[src/rtl/autoref_issuer_pkg.sv]
// rtl/autoref_issuer_pkg.sv - command codes, FSM states and default HBM2 refresh timings
package autoref_issuer_pkg;

    localparam logic [1:0] CMD_NOP  = 2'd0;
    localparam logic [1:0] CMD_PREA = 2'd1;
    localparam logic [1:0] CMD_REF  = 2'd2;

    typedef enum logic [2:0] {
        ST_IDLE,
        ST_WAIT_HOST,
        ST_PREA,
        ST_TRP,
        ST_REF,
        ST_TRFC
    } ref_state_t;

    function automatic int ceil_div(input int num, input int den);
        return (num + den - 1) / den;
    endfunction

    // U280 HBM2 fabric clock of roughly 300 MHz; timings rounded up to whole cycles.
    localparam int TCK_PS    = 3334;
    localparam int TRP_PS    = 12000;
    localparam int TRFC_PS   = 300000;
    localparam int DEF_T_RP  = ceil_div(TRP_PS, TCK_PS);
    localparam int DEF_T_RFC = ceil_div(TRFC_PS, TCK_PS);

endpackage

[src/rtl/autoref_issuer_ref_wait_timer.sv]
// rtl/autoref_issuer_ref_wait_timer.sv - 8-bit loadable down-counter for tRP/tRFC waits
module ref_wait_timer (
    input  logic       clk,
    input  logic       rstn,
    input  logic       load,
    input  logic [7:0] load_val,
    output logic       done
);

    logic [7:0] count;

    always_ff @(posedge clk) begin
        if (!rstn) begin
            count <= 8'd0;
        end else if (load) begin
            count <= load_val;
        end else if (count != 8'd0) begin
            count <= count - 8'd1;
        end
    end

    // Done on the last wait cycle, so a load of N gives exactly N cycles of waiting.
    assign done = (count == 8'd1);

endmodule

[src/rtl/autoref_issuer.sv]
// rtl/autoref_issuer.sv - turns auto-refresh requests into PREA-all + REF on the HBM2 command port
module autoref_issuer
    import autoref_issuer_pkg::*;
#(
    parameter int T_RP     = DEF_T_RP,
    parameter int T_RFC    = DEF_T_RFC,
    parameter int MAX_PEND = 8
) (
    input  logic       clk,
    input  logic       rstn,
    input  logic       autoref_req,
    output logic       autoref_ack,
    input  logic       exe_busy,
    output logic       ref_active,
    output logic       cmd_valid,
    input  logic       cmd_ready,
    output logic [1:0] cmd_type,
    output logic [3:0] pend_cnt,
    output logic       ref_overflow
);

    localparam logic [3:0] PEND_LIMIT = 4'(MAX_PEND);

    ref_state_t state, state_nx;
    logic       accept;
    logic       ref_hs;
    logic       timer_load;
    logic [7:0] timer_val;
    logic       timer_done;
    logic       valid_nx;
    logic [1:0] type_nx;

    assign accept = autoref_req & ~autoref_ack;
    assign ref_hs = (state == ST_REF) & cmd_ready;

    // Ack and the pending count move together; simultaneous ack and REF cancel out.
    always_ff @(posedge clk) begin
        if (!rstn) begin
            autoref_ack  <= 1'b0;
            pend_cnt     <= 4'd0;
            ref_overflow <= 1'b0;
        end else begin
            autoref_ack <= accept;
            if (accept && !ref_hs) begin
                if (pend_cnt == PEND_LIMIT) begin
                    ref_overflow <= 1'b1;
                end else begin
                    pend_cnt <= pend_cnt + 4'd1;
                end
            end else if (ref_hs && !accept) begin
                pend_cnt <= pend_cnt - 4'd1;
            end
        end
    end

    always_comb begin
        state_nx   = state;
        timer_load = 1'b0;
        timer_val  = 8'(T_RP);
        case (state)
            ST_IDLE:      if (pend_cnt != 4'd0) state_nx = ST_WAIT_HOST;
            ST_WAIT_HOST: if (!exe_busy) state_nx = ST_PREA;
            ST_PREA: begin
                if (cmd_ready) begin
                    timer_load = 1'b1;
                    timer_val  = 8'(T_RP);
                    state_nx   = ST_TRP;
                end
            end
            ST_TRP:       if (timer_done) state_nx = ST_REF;
            ST_REF: begin
                if (cmd_ready) begin
                    timer_load = 1'b1;
                    timer_val  = 8'(T_RFC);
                    state_nx   = ST_TRFC;
                end
            end
            ST_TRFC: begin
                if (timer_done) state_nx = (pend_cnt != 4'd0) ? ST_PREA : ST_IDLE;
            end
            default:      state_nx = ST_IDLE;
        endcase
    end

    always_comb begin
        valid_nx = (state_nx == ST_PREA) || (state_nx == ST_REF);
        type_nx  = CMD_NOP;
        if (state_nx == ST_PREA) type_nx = CMD_PREA;
        if (state_nx == ST_REF)  type_nx = CMD_REF;
    end

    // Outputs are registered from the next state so they line up with the state register.
    always_ff @(posedge clk) begin
        if (!rstn) begin
            state      <= ST_IDLE;
            cmd_valid  <= 1'b0;
            cmd_type   <= CMD_NOP;
            ref_active <= 1'b0;
        end else begin
            state      <= state_nx;
            cmd_valid  <= valid_nx;
            cmd_type   <= type_nx;
            ref_active <= (state_nx != ST_IDLE);
        end
    end

    ref_wait_timer u_timer (
        .clk      (clk),
        .rstn     (rstn),
        .load     (timer_load),
        .load_val (timer_val),
        .done     (timer_done)
    );

endmodule

[config.mk]
export PLATFORM = sky130hd
export DESIGN_NAME = autoref_issuer
export DESIGN_NICKNAME = d
export VERILOG_FILES = /design/src/rtl/autoref_issuer_pkg.sv /design/src/rtl/autoref_issuer_ref_wait_timer.sv /design/src/rtl/autoref_issuer.sv
export SDC_FILE = /design/constraint.sdc
export NUM_CORES = 1
export LEC_CHECK = 0
export ABC_CLOCK_PERIOD_IN_PS = 3000
export CORE_AREA = 8 8 52 63
export DETAILED_ROUTE_END_ITERATION = 6
export DIE_AREA = 0 0 60 71
export DONT_BUFFER_PORTS = 1
export PLACE_DENSITY = 0.68
export SLEW_MARGIN = 20
export SYNTH_ARGS = -nofsm -noshare
export SYNTH_HDL_FRONTEND = slang
export SYNTH_SLANG_ARGS = --single-unit
[constraint.sdc]
create_clock -name clk -period 3 [get_ports clk]
set_input_delay 0.6 -clock clk [delete_from_list [all_inputs] [get_ports clk]]
set_output_delay 0.6 -clock clk [all_outputs]
set_load 0.05 [all_outputs]
## Word-level counts from Yosys, hierarchy flattened

Index checks and enable logic that the tools add are counted.

- Add/sub/neg operators: 3
- Multipliers: 0
- Divide/modulo/power cells: 0
- Magnitude comparators: 0
- Eq/ne operators: 10
- Shift-type cells: 0
- Multiplexer cells: 19
- Bitwise logic cells: 4
- Reduce and logical (&&, ||, !) cells: 15

Operator list:

| cell | number |
|---|---|
| 3-bit 2-to-1 mux | 6 |
| 3-bit one-hot mux with 6 select lines | 1 |
| 8-bit 2-to-1 mux | 2 |
| 7-bit 2-to-1 mux | 2 |
| 4-bit 2-to-1 mux | 3 |
| 3-bit by 2-bit == test with 1-bit output (second input constant) | 3 |
| 3-bit == test (second input constant) | 3 |
| 8-bit by 1-bit == test with 1-bit output (second input constant) | 1 |
| 8-bit nonzero test | 1 |
| 8-bit by 1-bit subtractor with 8-bit output (second input constant) | 1 |
| 4-bit by 1-bit adder with 4-bit output (second input constant) | 1 |
| 4-bit == test (second input constant) | 1 |
| 2-bit 2-to-1 mux | 2 |
| 2-bit AND reduction | 2 |
| 2-bit nonzero test | 2 |
| 4-bit nonzero test | 1 |
| 2-bit OR reduction | 2 |
| 4-bit by 1-bit subtractor with 4-bit output (second input constant) | 1 |
| 3-bit by 1-bit == test with 1-bit output (second input constant) | 1 |
| 3-bit logical NOT | 1 |
| 1-bit 2-to-1 mux | 3 |
| 3-bit nonzero test | 1 |
| 1-bit AND | 2 |
| 1-bit logical AND | 2 |
| 4 further kinds | 6 |

- Register bits after elaboration: 21
- Bits in latches: 0
- Bits in writable memories: 0
- Memory bits (read-only): 0
- Bits of input ports: 5
- Output and inout port bits: 10
- Word-level logic and storage cells: 60
- Memories kept: 0

## Depth between registers and ports, before layout

Gate-level depths: netlist (run 1).

- Word-level depth: 7
- Depth in mapped cells: 9
- Gate-level depth less buffers: 8

## Modules after synthesis

A second synthesis (run 1) with hierarchy kept.

- Cells, all modules: 129
- Area total of the unflattened synthesis: 1,177.4 µm²

By module, submodules not included:

| module | instances | cells an instance | area each (µm²) | seq. area each (µm²) |
|---|---|---|---|---|
| autoref_issuer | 1 | 75 | 681.9 | 260.2 |
| ref_wait_timer | 1 | 54 | 495.5 | 160.2 |

## Worst setup path after synthesis (run 1)

OpenSTA, ideal clock, no wires.

- Path kind: input-to-reg
- Start: input cmd_ready
- End: register pend_cnt[3]
- Library setup time: 126 ps
- Arrival: 2,046 ps
- Required time: 2,874 ps
- Slack: 828 ps
- Stages: 8
- Path buffers: 0
- Cells stage by stage: and4bb_2 nor2_1 inv_1 ha_1 a21o_1 a21oi_1 mux2i_1 nand4_1

- Word-level cells in the longest chain between the ends: 5
- Elaborated cells on any way between the ends: 8
- Classes of those cells: eq/ne: 1; mux: 1; bitwise: 1; reduce/logical: 5

Ends and longest elaborated chain:

| what | line | source |
|---|---|---|
| from (decl) | autoref_issuer.sv:16 | `input logic cmd_ready,` |
| 1-bit AND (*) | autoref_issuer.sv:34 | `assign ref_hs = (state == ST_REF) & cmd_ready;` |
| 1-bit logical NOT | autoref_issuer.sv:44 | `if (accept && !ref_hs) begin` |
| 1-bit logical AND | autoref_issuer.sv:44 |  |
| 2-bit inequality test (no source line) or 2-bit nonzero test (tied branches) | n/a |  |
| 2-bit AND reduction (no source line) | n/a |  |
| to (signal assigned) | autoref_issuer.sv:48 | `pend_cnt <= pend_cnt + 4'd1;` |
| to (signal assigned) | autoref_issuer.sv:51 | `pend_cnt <= pend_cnt - 4'd1;` |
| to (decl) | autoref_issuer.sv:18 | `output logic [3:0] pend_cnt,` |

Mark *: on every way between the ends. The rest lies on a longest branch, timed or not.
A chain may end at the register's enable or synchronous reset.

## Worst setup path in the final report (run 1)

- Start: register state[0]
- End: register pend_cnt[3]

- Word-level cells in the longest chain between the ends: 6
- Elaborated cells on any way between the ends: 9
- Classes of those cells: eq/ne: 2; mux: 1; bitwise: 1; reduce/logical: 5

Ends and longest elaborated chain:

| what | line | source |
|---|---|---|
| from (decl) | autoref_issuer.sv:24 | `ref_state_t state, state_nx;` |
| from (signal assigned) | autoref_issuer.sv:100 | `state <= state_nx;` |
| 3-bit == test (*) | autoref_issuer.sv:34 |  |
| 1-bit AND (*) | autoref_issuer.sv:34 |  |
| 1-bit logical NOT | autoref_issuer.sv:44 |  |
| 1-bit logical AND | autoref_issuer.sv:44 |  |
| 2-bit inequality test (no source line) or 2-bit nonzero test (tied branches) | n/a |  |
| 2-bit AND reduction (no source line) | n/a |  |

Marks and branches as above.

==> impl_metrics.py, run 1 <==
metrics = {
    "logic_synthesis": {
        "syn_area_um2": 1209,
        "yosysTopAreaCell": "dfxtp_1",
        "syn_nets": 146,
        "synth-main-ff-cell": "dfxtp_1",
        "post_synth.cell_area_avg_um2": 8.887,
        "syn_inst": 136,
        "synth_edf_count": 0,
        "async_flop_share_pct": 0,
        "synth_top_area_share_pct": 34.78,
        "ys_types": 43,
        "yosys_warnings": 0,
        "ys_ff_latch": 21,
        "netlist_top_cells_area": "dfxtp_1 35%, a21oi_1 5.4%, ha_1 4.1%",
        "ys_seq_area_share_pct": 34.78,
    },
    "run_status": {
        "status": "completed",
    },
    "worst_setup_path": {
        "crit_required_ns": 3.19,
        "rr_worst_depth": 8,
        "end_kind": "flip-flop",
        "r2r_end": "pend_cnt[3]",
        "reg2reg_from": "state[0]",
        "worstPathMaxFanout": 12,
        "crit_path_cell_trace": "and4bb_2 -> nor2_1 -> inv_1 -> ha_1 -> a21o_1 -> a21oi_1 -> mux2i_1 -> nand4_1",
        "max_stage_delay_ns": 0.55,
        "cp-start-kind": "flip-flop",
        "rrSetupSlack_ns": 0.64,
        "crit_path_top_delay_cell": "dfxtp_1",
        "critical_path_class": "reg2reg",
        "cp.arrival_ns": 2.55,
    },
    "pwr": {
        "totalPowerFinal_w": 0.001229,
        "leakage_nw": 0.4787,
        "power_density_nw_per_um2": 978.1,
        "vdd_drop_max_uv": 556.8,
    },
    "timing": {
        "fmax_mhz": 424.0,
        "final_max_slew_viol_count": 0,
        "fin_skew_ns": 0.01049,
        "finalSetupViolations": 0,
        "min_period_over_period_pct": 78.62,
        "hold_viol_final": 0,
        "hold_slack_ns": 0.4124,
        "min_period_ns": 2.359,
        "max_slew_margin_pct": 54.27,
        "tightest_slew_ns": 0.6850,
        "finalSetupTns_ns": 0,
        "rsz0062_at_grt": "no",
    },
    "final_layout": {
        "final_area_um2": 1256,
        "n_antenna_cell": 0,
        "nets": 147,
        "drive_above_1_share_pct": 10.29,
        "area_growth_syn_to_layout_pct": 3.933,
        "stdcell_count": 169,
    },
    "drt": {
        "routedWlPerCell_um": 14.69,
        "final_antenna_net_count": 0,
        "drtIter0Drc": 23,
        "routed_via_density": 5.710,
        "drc": 0,
        "via_count": 965,
        "drt-total-wl_mm": 2.482,
        "drt-pass1-iter-count": 4,
    },
    "global_route": {
        "grt_max_degree": 16,
        "grtUsageTotal_pct": 12.64,
        "overflow": 0,
        "grt_pass1_vias": 933,
        "antenna_found_initial": 0,
        "grt_pass1_wl_mm": 4.284,
    },
    "floorplan": {
        "chipHeight_um": 71,
        "die_w_um": 60,
        "rows": 20,
        "io_pins": 15,
        "dieArea_um2": 4260,
        "start_util_pct": 50.84,
        "coreArea_um2": 2377,
    },
    "clock_tree": {
        "cts_hold_buf": 0,
        "h-tree-depth": 1,
        "post_cts_resized": 0,
        "cts_root_buf": "clkbuf_4",
        "clock_latency_ns": 0.30,
        "cts-buffers-inserted": 3,
        "cts_setup_buffers": 0,
        "cts.sinks": 21,
        "cts_buffer_depth": 2,
        "clk_pin_slew_ns": 0.12,
        "cts_tree": "built",
    },
    "place": {
        "port_buffers": 0,
        "gp_congestion": 0.8812,
        "placed_area_um2": 1229,
        "dpl.hpwl_mm": 1.906,
        "post-place-cells": 165,
    },
    "min_path": {
        "worstHoldEndpoint": "u_timer.count[4]",
        "min-delay-start": "rstn",
        "min_path_type": "in2reg",
        "worstHoldPathCells": 1,
    },
    "run": {
        "max-cap-violations": 0,
    },
}
==> worst max-delay path: cells and delay by family, from the launching register on <==
family                     cells  cell delay [ns]
and+or+nand+nor                3             0.63
DFF                            1             0.55
AOI/OAI and AO/OA              2             0.43
adders and majority gates      1             0.29
muxes                          1             0.22
buffers and inverters          1             0.13
==> cells by family (layout without fill, tap and decap cells) <==
kind of cell / Yosys count / count (layout) / share of synthesized area, %
AND/OR/NAND/NOR: 59 / 59 / 29.81
AO/OA/AOI/OAI: 33 / 33 / 18.84
flip-flops: 21 / 21 / 34.78
buffers and inverters: 10 / 10 / 3.934
adder cells (fa/ha/maj): 5 / 5 / 5.797
XOR/XNOR: 4 / 4 / 3.520
multiplexers: 4 / 4 / 3.313
==> synth_stat cells (all sizes together) (3+ instances only) <==
master and number:
dfxtp 21, a21oi 13, nor2 13, nand2 7, nor3 7, inv 5
or4 5, a211oi 4, ha 4, mux2i 4, nand3 4, nand4 4
nor2b 4, buf 3, nand2b 3, o21ai 3, o31ai 3, or3 3
xor2 3
==> metal layers <==
layer	share of wire, %	routed length (um)	global-route usage, %
met1	43	1062	13.94
met2	51	1272	21.39
met5	0	0	0
met4	0.77	19	4.787
met3	5.1	127	4.174
==> how the worst max path moves through the flow <==
| stage | start | endpoint | slack (ns) | depth (start not counted) |
|---|---|---|---|---|
| after floorplan | cmd_ready | pend_cnt[3] | 0.83 | 8 |
| after global placement | cmd_ready | pend_cnt[3] | 0.74 | 8 |
| after detailed placement | cmd_ready | pend_cnt[3] | 0.66 | 8 |
| after CTS | state[0] | pend_cnt[3] | 0.68 | 8 |
| after global routing | state[0] | pend_cnt[3] | 0.46 | 8 |
| final | state[0] | pend_cnt[3] | 0.64 | 8 |
==> placed cells by master (no fill, tap or decap), types with 2 or more instances in the layout <==
cell	count
dfxtp_1	21
nor2_1	13
a21oi_1	13
nand2_1	7
nor3_1	7
inv_1	5
nand4_1	4
nor2b_1	4
mux2i_1	4
nand3_1	4
ha_1	4
nand2b_1	3
or3_1	3
o21ai_0	3
or4_1	3
o31ai_1	3
clkbuf_4	3
and4bb_2	2
a21o_1	2
a2bb2oi_1	2
a211oi_1	2
or4_4	2
xor2_1	2
==> cell type report <==
class	instances	area (um^2)
clock buffers	3	22.52
clock inverters	1	5.005
fillers	229	1121
inverters	5	18.77
multi-input cells	105	740.7
flip-flops and latches	21	420.4
well taps	33	41.29
repair buffers	1	7.507
==> flip-flops by register name, indices dropped and copies added (netlist names) <==
register,cells
cmd_valid,1
pend_cnt,4
state,3
autoref_ack,1
u_timer.count,8
ref_overflow,1
cmd_type,2
ref_active,1
==> where the power goes <==
group | total, W | internal [W] | switching (W)
Clock | 0.000135 | 0.0000497 | 0.0000854
Combinational | 0.000567 | 0.000287 | 0.000280
Sequential | 0.000527 | 0.000354 | 0.000173
Total | 0.00123 | 0.000690 | 0.000539
==> metrics by stage <==
step	utilization, %	worst slack, ns
floorplan	-	0.8281
global placement	51.68	0.7389
detailed placement	51.68	0.6634
CTS	52.84	0.6823
global route	52.84	0.4641
finish	52.84	0.6414
Power figures use the tool's default switching activity.
==> run 2, diff against run 1 <==
Settings changed: ABC_CLOCK_PERIOD_IN_PS 3000 to 2400.
Clock period 3 ns to 2.4 ns, I/O delays scaled along.
==> run 2 against run 1 <==
  * Via count grew 2.8%
  * Fmax grew 8.3%
  * Critical path depth is the same
  * First-iteration DRC count shrank 4.3%
  * Total power grew 27%
  * Global-route usage grew 0.18 points
  * Sequential power grew 16%
  * Register-to-register slack lost 0.42 ns
  * Highest routed layer unchanged
==> impl_metrics.py, run 2 (synthesis results as in run 1) <==
metrics = {
    "run_status": {
        "status": "completed",
    },
    "final_layout": {
        "largest_reg_flops": 8,
        "n_antenna_cell": 0,
        "stdcell_count": 174,
        "area_growth_syn_to_layout_pct": 6.936,
        "final_cell_mix": "21 x dfxtp_1, 13 x nor2_1, 13 x a21oi_1",
        "nets": 152,
        "final_common_cell": "dfxtp_1",
        "reg.largest.list": "u_timer.count (8), pend_cnt (4), state (3)",
        "regMostFlops": "u_timer.count",
        "nFillCells": 237,
        "drive_above_1_share_pct": 12.77,
    },
    "timing": {
        "max_slew_margin_pct": 59.92,
        "fin_skew_ns": 0.002662,
        "finalSetupTns_ns": 0,
        "fmax_mhz": 459.2,
        "min_period_over_period_pct": 90.73,
        "final_max_slew_viol_count": 0,
        "min_period_ns": 2.178,
        "tightest_slew_ns": 0.6004,
        "hold_viol_final": 0,
        "rsz0062_at_grt": "no",
        "finalSetupViolations": 0,
    },
    "worst_setup_path": {
        "cp.arrival_ns": 2.38,
        "worstPathMaxFanout": 8,
        "end_kind": "flip-flop",
        "rr_worst_depth": 8,
        "critical_path_class": "reg2reg",
        "cp-start-kind": "flip-flop",
        "crit_required_ns": 2.60,
    },
    "pwr": {
        "leakage_nw": 0.5021,
        "power_density_nw_per_um2": 1211,
        "vdd_drop_max_uv": 551.2,
    },
    "floorplan": {
        "die_w_um": 60,
        "rows": 20,
        "start_util_pct": 50.84,
        "io_pins": 15,
        "coreArea_um2": 2377,
        "chipHeight_um": 71,
        "dieArea_um2": 4260,
    },
    "global_route": {
        "grt_max_degree": 16,
        "grtUsageTotal_pct": 12.83,
        "grt_pass1_vias": 959,
        "grt_pass1_wl_mm": 4.250,
        "antenna_found_initial": 0,
        "overflow": 0,
    },
    "clock_tree": {
        "cts_root_buf": "clkbuf_4",
        "cts-buffers-inserted": 3,
        "cts_buffer_depth": 2,
        "cts_setup_buffers": 0,
        "post_cts_resized": 0,
        "h-tree-depth": 1,
        "clock_latency_ns": 0.31,
        "cts_hold_buf": 0,
        "cts.sinks": 21,
        "cts_tree": "built",
        "clk_pin_slew_ns": 0.12,
    },
    "drt": {
        "drtIter0Drc": 22,
        "routed_via_density": 5.701,
        "drc": 0,
        "routedWlPerCell_um": 14.38,
        "final_antenna_net_count": 0,
        "drt-total-wl_mm": 2.502,
        "via_count": 992,
        "drt-pass1-iter-count": 4,
    },
    "place": {
        "port_buffers": 0,
        "dpl.hpwl_mm": 1.895,
        "post-place-cells": 170,
        "gp_congestion": 0.8838,
    },
    "min_path": {
        "min_path_type": "in2reg",
        "worstHoldPathCells": 1,
    },
    "run": {
        "max-cap-violations": 0,
    },
}
[run 2: layout make-up]
class	count	area [um^2]	share of cell area, %
Tap cell	33	41.29	3.195
Timing Repair Buffer	6	45.04	3.485
Multi-Input combinational cell	105	740.7	57.31
Sequential cell	21	420.4	32.53
Inverter	5	18.77	1.452
Clock buffer	4	26.28	2.033
[run 2: worst max-delay path, cell delays in order, from the launching register on]
cell      delay (ns)
dfxtp_1         0.40
and4bb_2        0.30
nor2_1          0.19
inv_1           0.12
ha_1            0.29
a21o_1          0.18
a21oi_1         0.26
mux2i_1         0.23
nand4_1         0.10
[run 2: path summary, 6_finish.rpt]
kind	slack (ns)	start	endpoint
max	0.22	state[2]	pend_cnt[3]
min	0.28	rstn	u_timer.count[4]
max reg2reg	0.22	state[2]	pend_cnt[3]
min reg2reg	0.57	u_timer.count[1]	u_timer.count[1]
[run 2: metrics by stage]
| step | util, % | worst slack, ns | cell area (um^2) | power [W] | hold slack [ns] |
|---|---|---|---|---|---|
| after global placement | 53.26 | 0.2668 | 1266 | 0.001379 | 0.5336 |
| final | 54.37 | 0.2224 | 1292 | 0.001565 | 0.2823 |
| after floorplan | - | 0.3064 | 1209 | 0.001266 | 0.5066 |
| after detailed placement | 53.26 | 0.1823 | 1266 | 0.001391 | 0.5594 |
| after global routing | 54.37 | 0.03383 | 1292 | 0.001688 | 0.2799 |
| after CTS | 54.37 | 0.2380 | 1292 | 0.001573 | 0.2777 |
[run 2: power by group]
group,internal [W],switching [W],leakage [nW]
clock network,0.0000649,0.000113,0.0150
logic,0.000378,0.000399,0.314
registers,0.000442,0.000168,0.173
total,0.000885,0.000680,0.502
[run 2: metal layers]
metal	GRT usage, %	vias up	part of all wire, %
met3	4.900	4	5.8
li1	-	515	-
met5	0	-	0
met4	7.181	0	1.8
met2	19.83	17	49
met1	14.48	456	43
==> run 3, diff against run 2 <==
Settings changed: CORE_AREA 8 8 52 63 to 8 8 52 62, DIE_AREA 0 0 60 71 to 0 0 60 70, SYNTH_HIERARCHICAL set to 1.
==> run 3 against run 2 <==
  * Synthesized cell count is 5.1% lower
  * Via count is 6.6% lower
  * Area after synthesis is 2.6% lower
  * Fmax is 1.5% lower
  * Global-route usage is 0.86 points lower
  * Sequential share of layout area is 0.13 points higher
  * Clock power is 8% lower
  * Design area hardly changed
  * Register-to-register slack worse by 0.03 ns
  * Die area is 1.4% lower
  * Combinational power is 16% lower
  * Core utilization is 2.8 points higher
  * Largest cell class unchanged
  * Largest power group unchanged
==> impl_metrics.py, run 3 <==
metrics = {
    "floorplan": {
        "coreArea_um2": 2258,
        "die_w_um": 60,
        "chipHeight_um": 70,
        "rows": 19,
        "start_util_pct": 52.13,
        "io_pins": 15,
        "dieArea_um2": 4200,
    },
    "final_layout": {
        "area_growth_syn_to_layout_pct": 9.671,
        "stdcell_count": 171,
        "reg.largest.list": "u_timer/count (8), pend_cnt (4), state (3)",
        "nets": 152,
        "n_antenna_cell": 0,
        "final_area_um2": 1291,
        "nFillCells": 220,
        "regMostFlops": "u_timer/count",
        "largest_reg_flops": 8,
        "final_cell_mix": "20 x dfxtp_1, 15 x nor2_1, 11 x nand2_1",
        "final_common_cell": "dfxtp_1",
        "drive_above_1_share_pct": 22.14,
    },
    "clock_tree": {
        "cts-buffers-inserted": 3,
        "clk_pin_slew_ns": 0.11,
        "clock_latency_ns": 0.29,
        "cts_tree": "built",
        "cts.sinks": 21,
        "cts_buffer_depth": 2,
        "cts_hold_buf": 0,
        "cts_root_buf": "clkbuf_4",
        "h-tree-depth": 1,
    },
    "global_route": {
        "overflow": 0,
        "grtUsageTotal_pct": 11.97,
        "grt_pass1_vias": 965,
        "grt_pass1_wl_mm": 4.002,
        "grt_max_degree": 12,
        "antenna_found_initial": 0,
    },
    "timing": {
        "fin_skew_ns": 0.005539,
        "max_slew_margin_pct": 59.80,
        "setup_slack_ns": 0.1888,
        "final_max_slew_viol_count": 0,
        "tightest_slew_ns": 0.5994,
        "min_period_over_period_pct": 92.13,
        "finalSetupTns_ns": 0,
        "finalSetupViolations": 0,
        "hold_viol_final": 0,
        "fmax_mhz": 452.2,
        "min_period_ns": 2.211,
        "rsz0062_at_grt": "no",
    },
    "logic_synthesis": {
        "ys_types": 45,
        "async_flop_share_pct": 0,
        "synth-main-ff-cell": "dfxtp_1",
        "yosysTopAreaCell": "dfxtp_1",
        "post_synth.cell_area_avg_um2": 9.127,
        "ys_seq_area_share_pct": 35.71,
        "syn_area_um2": 1177,
        "syn_inst": 129,
        "netlist_top_cells_count": "21 x dfxtp_1, 15 x nor2_1, 11 x nand2_1",
        "ys_ff_latch": 21,
        "netlist_top_cells_area": "dfxtp_1 36%, ha_1 5.3%, nor2_1 4.8%",
        "synth_edf_count": 0,
        "synth_most_common_cell": "dfxtp_1",
        "yosys_warnings": 6,
        "synth_top_area_share_pct": 35.71,
    },
    "place": {
        "post-place-cells": 167,
        "placed_area_um2": 1260,
        "gp_congestion": 0.8683,
        "dpl.hpwl_mm": 1.761,
        "dp_slack_ns": 0.1544,
        "port_buffers": 0,
    },
    "pwr": {
        "vdd_drop_max_uv": 654.8,
        "power_density_nw_per_um2": 1078,
        "leakage_nw": 0.5311,
    },
    "worst_setup_path": {
        "cp.arrival_ns": 2.43,
        "rr_worst_depth": 10,
        "cp-start-kind": "flip-flop",
        "crit_path_cell_trace": "nand2b_2 -> or2_4 -> inv_4 -> nor2_1 -> inv_1 -> ha_1 -> a21oi_2 -> nand2_1 -> mux2_2 -> a211oi_2",
        "cp_num_cells": 10,
        "worstPathMaxFanout": 9,
        "crit_required_ns": 2.62,
        "cp_num_buf_inv": 2,
        "critical_path_class": "reg2reg",
        "end_kind": "flip-flop",
        "path_delay_family": "simple AND/OR/NAND/NOR gates",
        "crit_path_top_delay_cell": "dfxtp_2",
        "max_stage_delay_ns": 0.36,
    },
    "drt": {
        "drt-pass1-iter-count": 4,
        "drc": 0,
        "drtIter0Drc": 25,
        "final_antenna_net_count": 0,
        "routedWlPerCell_um": 13.43,
        "routed_via_density": 5.421,
        "via_count": 927,
        "drt-total-wl_mm": 2.297,
    },
    "run_status": {
        "status": "completed",
    },
    "min_path": {
        "min_path_type": "in2reg",
        "worstHoldPathCells": 1,
    },
    "run": {
        "max-cap-violations": 0,
    },
}
-- run 3: cell types whose count changed in the layout (fill, tap and decap cells not counted), sizes merged, moves of 4 or more --
cell,before,now
a21oi,13,8
or4,5,1
nor3b,0,4
nand2,7,12
-- run 3: worst paths after layout --
path	startpoint	endpoint	slack, ns
min reg2reg	pend_cnt[1]	pend_cnt[1]	0.57
max reg2reg	state[1]	pend_cnt[3]	0.19
max	state[1]	pend_cnt[3]	0.19
min	rstn	pend_cnt[2]	0.31
-- run 3: stage by stage --
stage	hold WS [ns]	power [W]	utilization, %
3_5_place_dp	0.5478	0.001235	55.79
4_1_cts	0.2804	0.001410	56.95
2_1_floorplan	0.5306	0.001108	-
3_3_place_gp	0.5304	0.001212	55.79
5_1_grt	0.2698	0.001516	57.17
6_report	0.3066	0.001392	57.17
-- run 3: cell type report --
cell class,instances,area (um^2),area share (%)
Multi-Input combinational cell,101,723.2,56.01
Clock buffer,4,26.28,2.035
Inverter,7,28.78,2.229
Tap cell,31,38.79,3.004
Sequential cell,21,421.7,32.65
Timing Repair Buffer,7,52.55,4.070
-- run 3: logic make-up (layout without fill, tap and decap cells) --
kind of cell	after synthesis	after routing	share of synthesized area, %
AND/OR/NAND/NOR	53	53	26.57
AO/OA/AOI/OAI	27	27	16.90
flip-flops	21	21	35.71
buffers and inverters	9	18	3.825
XOR/XNOR	7	7	5.207
adder cells (fa/ha/maj)	6	6	7.014
multiplexers	5	5	4.463
other	1	3	0.3185
-- run 3: worst reg2reg max path, stage by stage, from the launching register on --
cell      delay (ns)
dfxtp_2         0.36
nand2b_2        0.21
or2_4           0.26
inv_4           0.09
nor2_1          0.07
inv_1           0.11
ha_1            0.29
a21oi_2         0.20
nand2_1         0.08
mux2_2          0.28
a211oi_2        0.20
-- run 3: per-layer routing --
layer,up-vias,global-route usage (%),wire [um]
li1,469,-,-
met1,445,12.75,990
met2,11,20.31,1194
met3,2,3.663,91
met4,0,5.851,21
met5,-,0,0
-- run 3: report_power, final --
group	internal (W)	leakage, nW	switching (W)
combinational	0.000314	0.343	0.000342
clock	0.0000646	0.0150	0.0000981
sequential	0.000439	0.173	0.000136
total	0.000817	0.531	0.000575
-- run 3: what timing repair did --
item / CTS / global route
setup endpoints to repair: 0 / 1
endpoints found under the hold margin: 0 / 0
gates resized for setup: 0 / 2
buffers inserted: 0 / 0
